$ cat src/rtl/loader_pkg.sv
// Shared definitions for the instruction-memory boot loader.
package loader_pkg;

  localparam int unsigned LEN_W          = 16;
  localparam int unsigned BYTES_PER_WORD = 4;
  localparam int unsigned DEFAULT_DEPTH  = 256;

  typedef enum logic [2:0] {
    ST_IDLE,
    ST_LEN_HI,
    ST_LEN_LO,
    ST_WORD,
    ST_WRITE,
    ST_ERR,
    ST_DONE
  } state_t;

endpackage

$ cat src/rtl/word_assembler.sv
// MSB-first 8->32 shift register that collects one instruction word.
module word_assembler
  import loader_pkg::*;
(
  input  logic        clk,
  input  logic        rst,
  input  logic        clear,
  input  logic        shift,
  input  logic [7:0]  byte_in,
  output logic [31:0] word_next,
  output logic        word_full
);

  logic [31:0] word_q;
  logic [1:0]  cnt_q;

  // word_next is the value the register takes on a shift, so the completed
  // word can be captured on the same edge that accepts its last byte.
  assign word_next = {word_q[23:0], byte_in};
  assign word_full = shift && (cnt_q == 2'(BYTES_PER_WORD - 1));

  // Shift register and byte counter; clear restarts word assembly.
  always_ff @(posedge clk) begin
    if (rst || clear) begin
      word_q <= '0;
      cnt_q  <= '0;
    end else if (shift) begin
      word_q <= word_next;
      cnt_q  <= cnt_q + 2'd1;
    end
  end

endmodule

$ cat src/rtl/imem_loader.sv
// Boot loader: decodes a length-prefixed big-endian byte image into
// instruction-memory word writes while holding the core in reset.
module imem_loader
  import loader_pkg::*;
#(
  parameter int unsigned DEPTH     = DEFAULT_DEPTH,
  parameter logic [31:0] BASE_ADDR = 32'h0000_0000
) (
  input  logic        clk,
  input  logic        rst,
  input  logic        load_start,
  input  logic [7:0]  byte_in,
  input  logic        byte_valid,
  output logic        byte_ready,
  output logic        imem_we,
  output logic [31:0] imem_waddr,
  output logic [31:0] imem_wdata,
  output logic        cpu_hold,
  output logic        done,
  output logic        err
);

  localparam int unsigned IDX_W = $clog2(DEPTH + 1);

  state_t             state_q;
  state_t             state_d;
  logic [LEN_W-1:0]   len_q;
  logic [LEN_W-1:0]   len_new;
  logic [IDX_W-1:0]   idx_q;
  logic               accept;
  logic               len_bad;
  logic               last_word;
  logic               asm_clear;
  logic               asm_shift;
  logic               word_full;
  logic [31:0]        asm_next;

  assign byte_ready = !rst && !load_start &&
                      (state_q inside {ST_LEN_HI, ST_LEN_LO, ST_WORD});
  assign accept     = byte_valid && byte_ready;
  assign len_new    = {len_q[LEN_W-1:8], byte_in};
  assign len_bad    = (len_new == '0) || (32'(len_new) > DEPTH);
  assign last_word  = (32'(idx_q) + 32'd1) == 32'(len_q);
  assign asm_shift  = accept && (state_q == ST_WORD);
  assign asm_clear  = load_start || (state_q != ST_WORD);

  word_assembler u_asm (
    .clk       (clk),
    .rst       (rst),
    .clear     (asm_clear),
    .shift     (asm_shift),
    .byte_in   (byte_in),
    .word_next (asm_next),
    .word_full (word_full)
  );

  // Next-state decode; load_start restarts from any state.
  always_comb begin
    state_d = state_q;
    if (load_start) begin
      state_d = ST_LEN_HI;
    end else begin
      case (state_q)
        ST_IDLE:   state_d = ST_IDLE;
        ST_LEN_HI: if (accept) state_d = ST_LEN_LO;
        ST_LEN_LO: if (accept) state_d = len_bad ? ST_ERR : ST_WORD;
        ST_WORD:   if (word_full) state_d = ST_WRITE;
        ST_WRITE:  state_d = last_word ? ST_DONE : ST_WORD;
        ST_ERR:    state_d = ST_IDLE;
        ST_DONE:   state_d = ST_IDLE;
        default:   state_d = ST_IDLE;
      endcase
    end
  end

  // State register, length/index bookkeeping and registered outputs.
  // The write strobe, address and data are loaded on the edge that accepts
  // the fourth byte so that they are valid throughout the WRITE cycle.
  always_ff @(posedge clk) begin
    if (rst) begin
      state_q    <= ST_IDLE;
      len_q      <= '0;
      idx_q      <= '0;
      imem_we    <= 1'b0;
      imem_waddr <= BASE_ADDR;
      imem_wdata <= '0;
      cpu_hold   <= 1'b0;
      done       <= 1'b0;
      err        <= 1'b0;
    end else begin
      state_q <= state_d;
      imem_we <= 1'b0;
      done    <= 1'b0;
      if (load_start) begin
        cpu_hold <= 1'b1;
        err      <= 1'b0;
        idx_q    <= '0;
      end else begin
        case (state_q)
          ST_LEN_HI: if (accept) len_q[LEN_W-1:8] <= byte_in;
          ST_LEN_LO: if (accept) len_q[7:0] <= byte_in;
          ST_WORD: begin
            if (word_full) begin
              imem_we    <= 1'b1;
              imem_waddr <= BASE_ADDR + (32'(idx_q) << 2);
              imem_wdata <= asm_next;
            end
          end
          ST_WRITE: begin
            idx_q <= idx_q + IDX_W'(1);
            if (last_word) done <= 1'b1;
          end
          ST_ERR:  err      <= 1'b1;
          ST_DONE: cpu_hold <= 1'b0;
          default: ;
        endcase
      end
    end
  end

endmodule

$ cat config.mk
export PLATFORM = sky130hd
export DESIGN_NAME = imem_loader
export DESIGN_NICKNAME = d
export VERILOG_FILES = /design/src/rtl/loader_pkg.sv /design/src/rtl/word_assembler.sv /design/src/rtl/imem_loader.sv
export SDC_FILE = /design/constraint.sdc
export NUM_CORES = 1
export LEC_CHECK = 0
export CAP_MARGIN = 20
export CORE_MARGIN = 2
export CORE_UTILIZATION = 45
export DETAILED_ROUTE_END_ITERATION = 8
export GPL_ROUTABILITY_DRIVEN = 0
export HOLD_SLACK_MARGIN = 0.03
export PLACE_DENSITY = 0.74
export SKIP_CTS_REPAIR_TIMING = 1
export SYNTH_ARGS = -nofsm -noshare
export SYNTH_HDL_FRONTEND = slang
export SYNTH_SLANG_ARGS = --single-unit
$ cat constraint.sdc
create_clock -name clk -period 1.8 [get_ports clk]
set_input_delay 0.27 -clock clk [delete_from_list [all_inputs] [get_ports clk]]
set_output_delay 0.27 -clock clk [all_outputs]
set_load 0.02 [all_outputs]
==> summary.txt <==
Outcome
  • Status: complete, but fails checks
  • Failing checks: setup timing

Clock network
  • Clk pin slew, worst setup/hold paths: 0.10 ns
  • H-tree levels: 3
  • CTS buffer count: 9
  • CTS tree: built
  • Worst skew pair latency: 0.37 ns
  • CTS root buffer: clkbuf_8
  • Clk sinks: 99
  • Clock buffer depth: 2

Finish
  • Most frequent cells in the layout: nand2_1, dfxtp_1, a21oi_1
  • Multi-input combinational cell area: 2120 sq um
  • Fin nets: 644
  • Final cell count without fillers: 746
  • Diode count: 0
  • Layout cell share with drive strength beyond 1: 0.162
  • Reg area: 1990 sq um
  • Fillers: 791
  • Util after Layout: 0.605
  • Fin area: 5540 sq um
  • Most common cell after layout, fill and taps aside: nand2_1
  • Area Growth Syn to Fin: 31.5%

Power
  • Logic pwr share: 0.063
  • Int Power: 2.81 mW
  • Max VDD drop: 0.306 mV
  • NetSw: 0.989 mW
  • Pwr/cell area: 686 nW/um^2
  • Reg power frac: 0.579
  • Switching Share: 0.260
  • Power Total: 3.80 mW
  • Leakage power: 1.89 nW
  • Clock power frac: 0.359

Worst setup path
  • Reg2reg start: idx_q[0]$_SDFFE_PP0N_
  • CP max FO: 4
  • Reg2reg end: state_q[2]$_SDFFE_PP0P_
  • R2R Setup Slk: -0.17 ns
  • Critical Path Start Type: register
  • Critical path arrival: 2.28 ns
  • CP Capture Type: register
  • CP Data Required Time: 2.11 ns
  • Cells on worst reg2reg path: 8
  • Crit Path Class: register to register

Timing
  • Final Hold Slack: 0.433 ns
  • Least-Margin Pin Slew: 0.599 ns
  • Setup tns final: -0.276 ns
  • Fin worst setup slack: -0.170 ns
  • F_max: 508 MHz
  • Endpoints failing hold: 0
  • RSZ-0062 raised after global routing: yes
  • Slew Viols, Final: 0
  • Crit share post-route: 1.09
  • Clock Skews: 0.0104 ns
  • Count of final setup violators: 2
  • Final min period: 1.97 ns
  • Slew headroom: 0.601

Logic synthesis
  • Mapped Cells: 546
  • Synth area leader: dfxtp_1
  • Sequential area share after synthesis: 0.471
  • Share of the synthesized area in the top cell type: 0.471
  • Post-Syn Area: 4210 sq um
  • Synth cell types: 40
  • Number of synthesized register bits: 99
  • Top post-synthesis cells by area: dfxtp_1, nand2_1, a21oi_1
  • Synth Area per Inst: 7.71 sq um
  • Synth Warn #: 0

Worst hold path
  • Min-delay worst type: input port to register
  • Hold path depth: 4
  • Hold worst-path end: idx_q[3]$_SDFFE_PP0N_
  • Worst hold start: rst

Routing
  • Initial DRC Count: 202
  • DRC viols: 0
  • Pre-antenna DRT Iters: 5
  • Routed len/inst: 13.4 microns
  • WL final: 10000 microns
  • Via count: 3894
  • Antenna-violating nets left: 0
  • Drt via density: 5.22

Floorplan
  • Ports: 81
  • Core Footprint: 9150 sq um
  • Die area: 10100 sq um
  • Die W: 101 microns
  • Die Ht: 101 microns
  • Initial Util: 0.460
  • # rows: 35

Global route
  • Largest net degree at the start of global routing: 61
  • Vias in the first global route: 3520
  • Grt ovf: 0
  • First-pass GRT wire length: 16300 microns
  • Initial antenna violation count: 0
  • GRT Overall Usage: 0.199

Placement
  • Area after DPL: 5080 sq um
  • Post-DP HPWL: 6880 microns
  • Post-Place Cells: 723
  • Worst slack, placed: -0.282 ns
  • I/O Buffers: 57

Run
  • Maxcap violations: 0
==> sequential cells by signal, indices dropped and copies added, names as in the netlist, 2 cells and up <==
| signal | flops |
|---|---|
| imem_wdata | 32 |
| idx_q | 9 |
| imem_waddr | 9 |
| state_q | 3 |
| len_q | 16 |
| u_asm.cnt_q | 2 |
| u_asm.word_q | 24 |
==> area by class of cell <==
type	count	area share
inverters	5	0.00384
clock inverters	6	0.0104
repair buffers	114	0.196
flip-flops and latches	99	0.360
well taps	111	0.0251
multi-input cells	401	0.382
clock buffers	10	0.0231
==> worst max-delay path: stages, from the launching register on <==
cell     delay [ns]
dfxtp_4        0.37
ha_4           0.17
buf_6          0.11
nor2_1         0.08
mux2i_1        0.09
o21ai_0        0.24
nand3_1        0.21
or4_1          0.56
nand2_1        0.09
==> per-layer routing <==
| layer | vias up | global-route usage | wire length, microns | part of all wire |
|---|---|---|---|---|
| met5 | - | 0 | 0 | 0 |
| met4 | 0 | 0.0738 | 164 | 0.016 |
| met3 | 15 | 0.0409 | 530 | 0.053 |
| met2 | 121 | 0.308 | 4670 | 0.47 |
| met1 | 1835 | 0.273 | 4640 | 0.46 |
| li1 | 1923 | - | - | - |
==> cells by family (layout without fill, tap and decap cells) <==
kind of cell | count (synthesis) | count (layout) | share of synthesized area
AND/OR/NAND/NOR | 243 | 243 | 0.247
AO/OA/AOI/OAI | 108 | 108 | 0.136
flip-flops | 99 | 99 | 0.471
buffers and inverters | 68 | 135 | 0.0868
XOR/XNOR | 24 | 24 | 0.0499
adder cells (fa/ha/maj) | 2 | 2 | 0.00594
other | 1 | 23 | 0.000891
multiplexers | 1 | 1 | 0.00238
==> cells in the mapped netlist, drive strengths merged <==
cell,count
nand2,163
dfxtp,99
a21oi,92
buf,32
clkbuf,31
nand3,26
nor2,23
xor2,13
xnor2,11
nand4,7
nor3,6
inv,5
nor4,5
o21ai,5
nor2b,4
ha,2
nand2b,2
o2111ai,2
a2111oi,1
a211o,1
a22oi,1
a311o,1
a31oi,1
a41oi,1
and2,1
and3,1
conb,1
mux2i,1
nor3b,1
nor4bb,1
o211ai,1
o21bai,1
o22ai,1
or2,1
or3,1
or4,1
==> power by group through the flow <==
stage          sequential (mW)  combinational (mW)  clock, mW
2_1_floorplan             2.25               0.173          0
3_5_place_dp              2.25               0.230          0
6_report                  2.20               0.239       1.36
5_1_grt                   2.20               0.260       1.48
3_3_place_gp              2.25               0.228          0
4_1_cts                   2.20               0.231       1.39
==> how the worst max path moves through the flow <==
| stage | from | endpoint | cells after the start |
|---|---|---|---|
| finish | idx_q[0]$_SDFFE_PP0N_ | state_q[2]$_SDFFE_PP0P_ | 8 |
| global route | idx_q[0]$_SDFFE_PP0N_ | state_q[2]$_SDFFE_PP0P_ | 8 |
| CTS | load_start | byte_ready | 4 |
| detailed placement | load_start | byte_ready | 4 |
| global placement | load_start | byte_ready | 4 |
| floorplan | rst | state_q[0]$_SDFFE_PP0P_ | 9 |
Note: power is estimated with default switching activity, not from simulation.
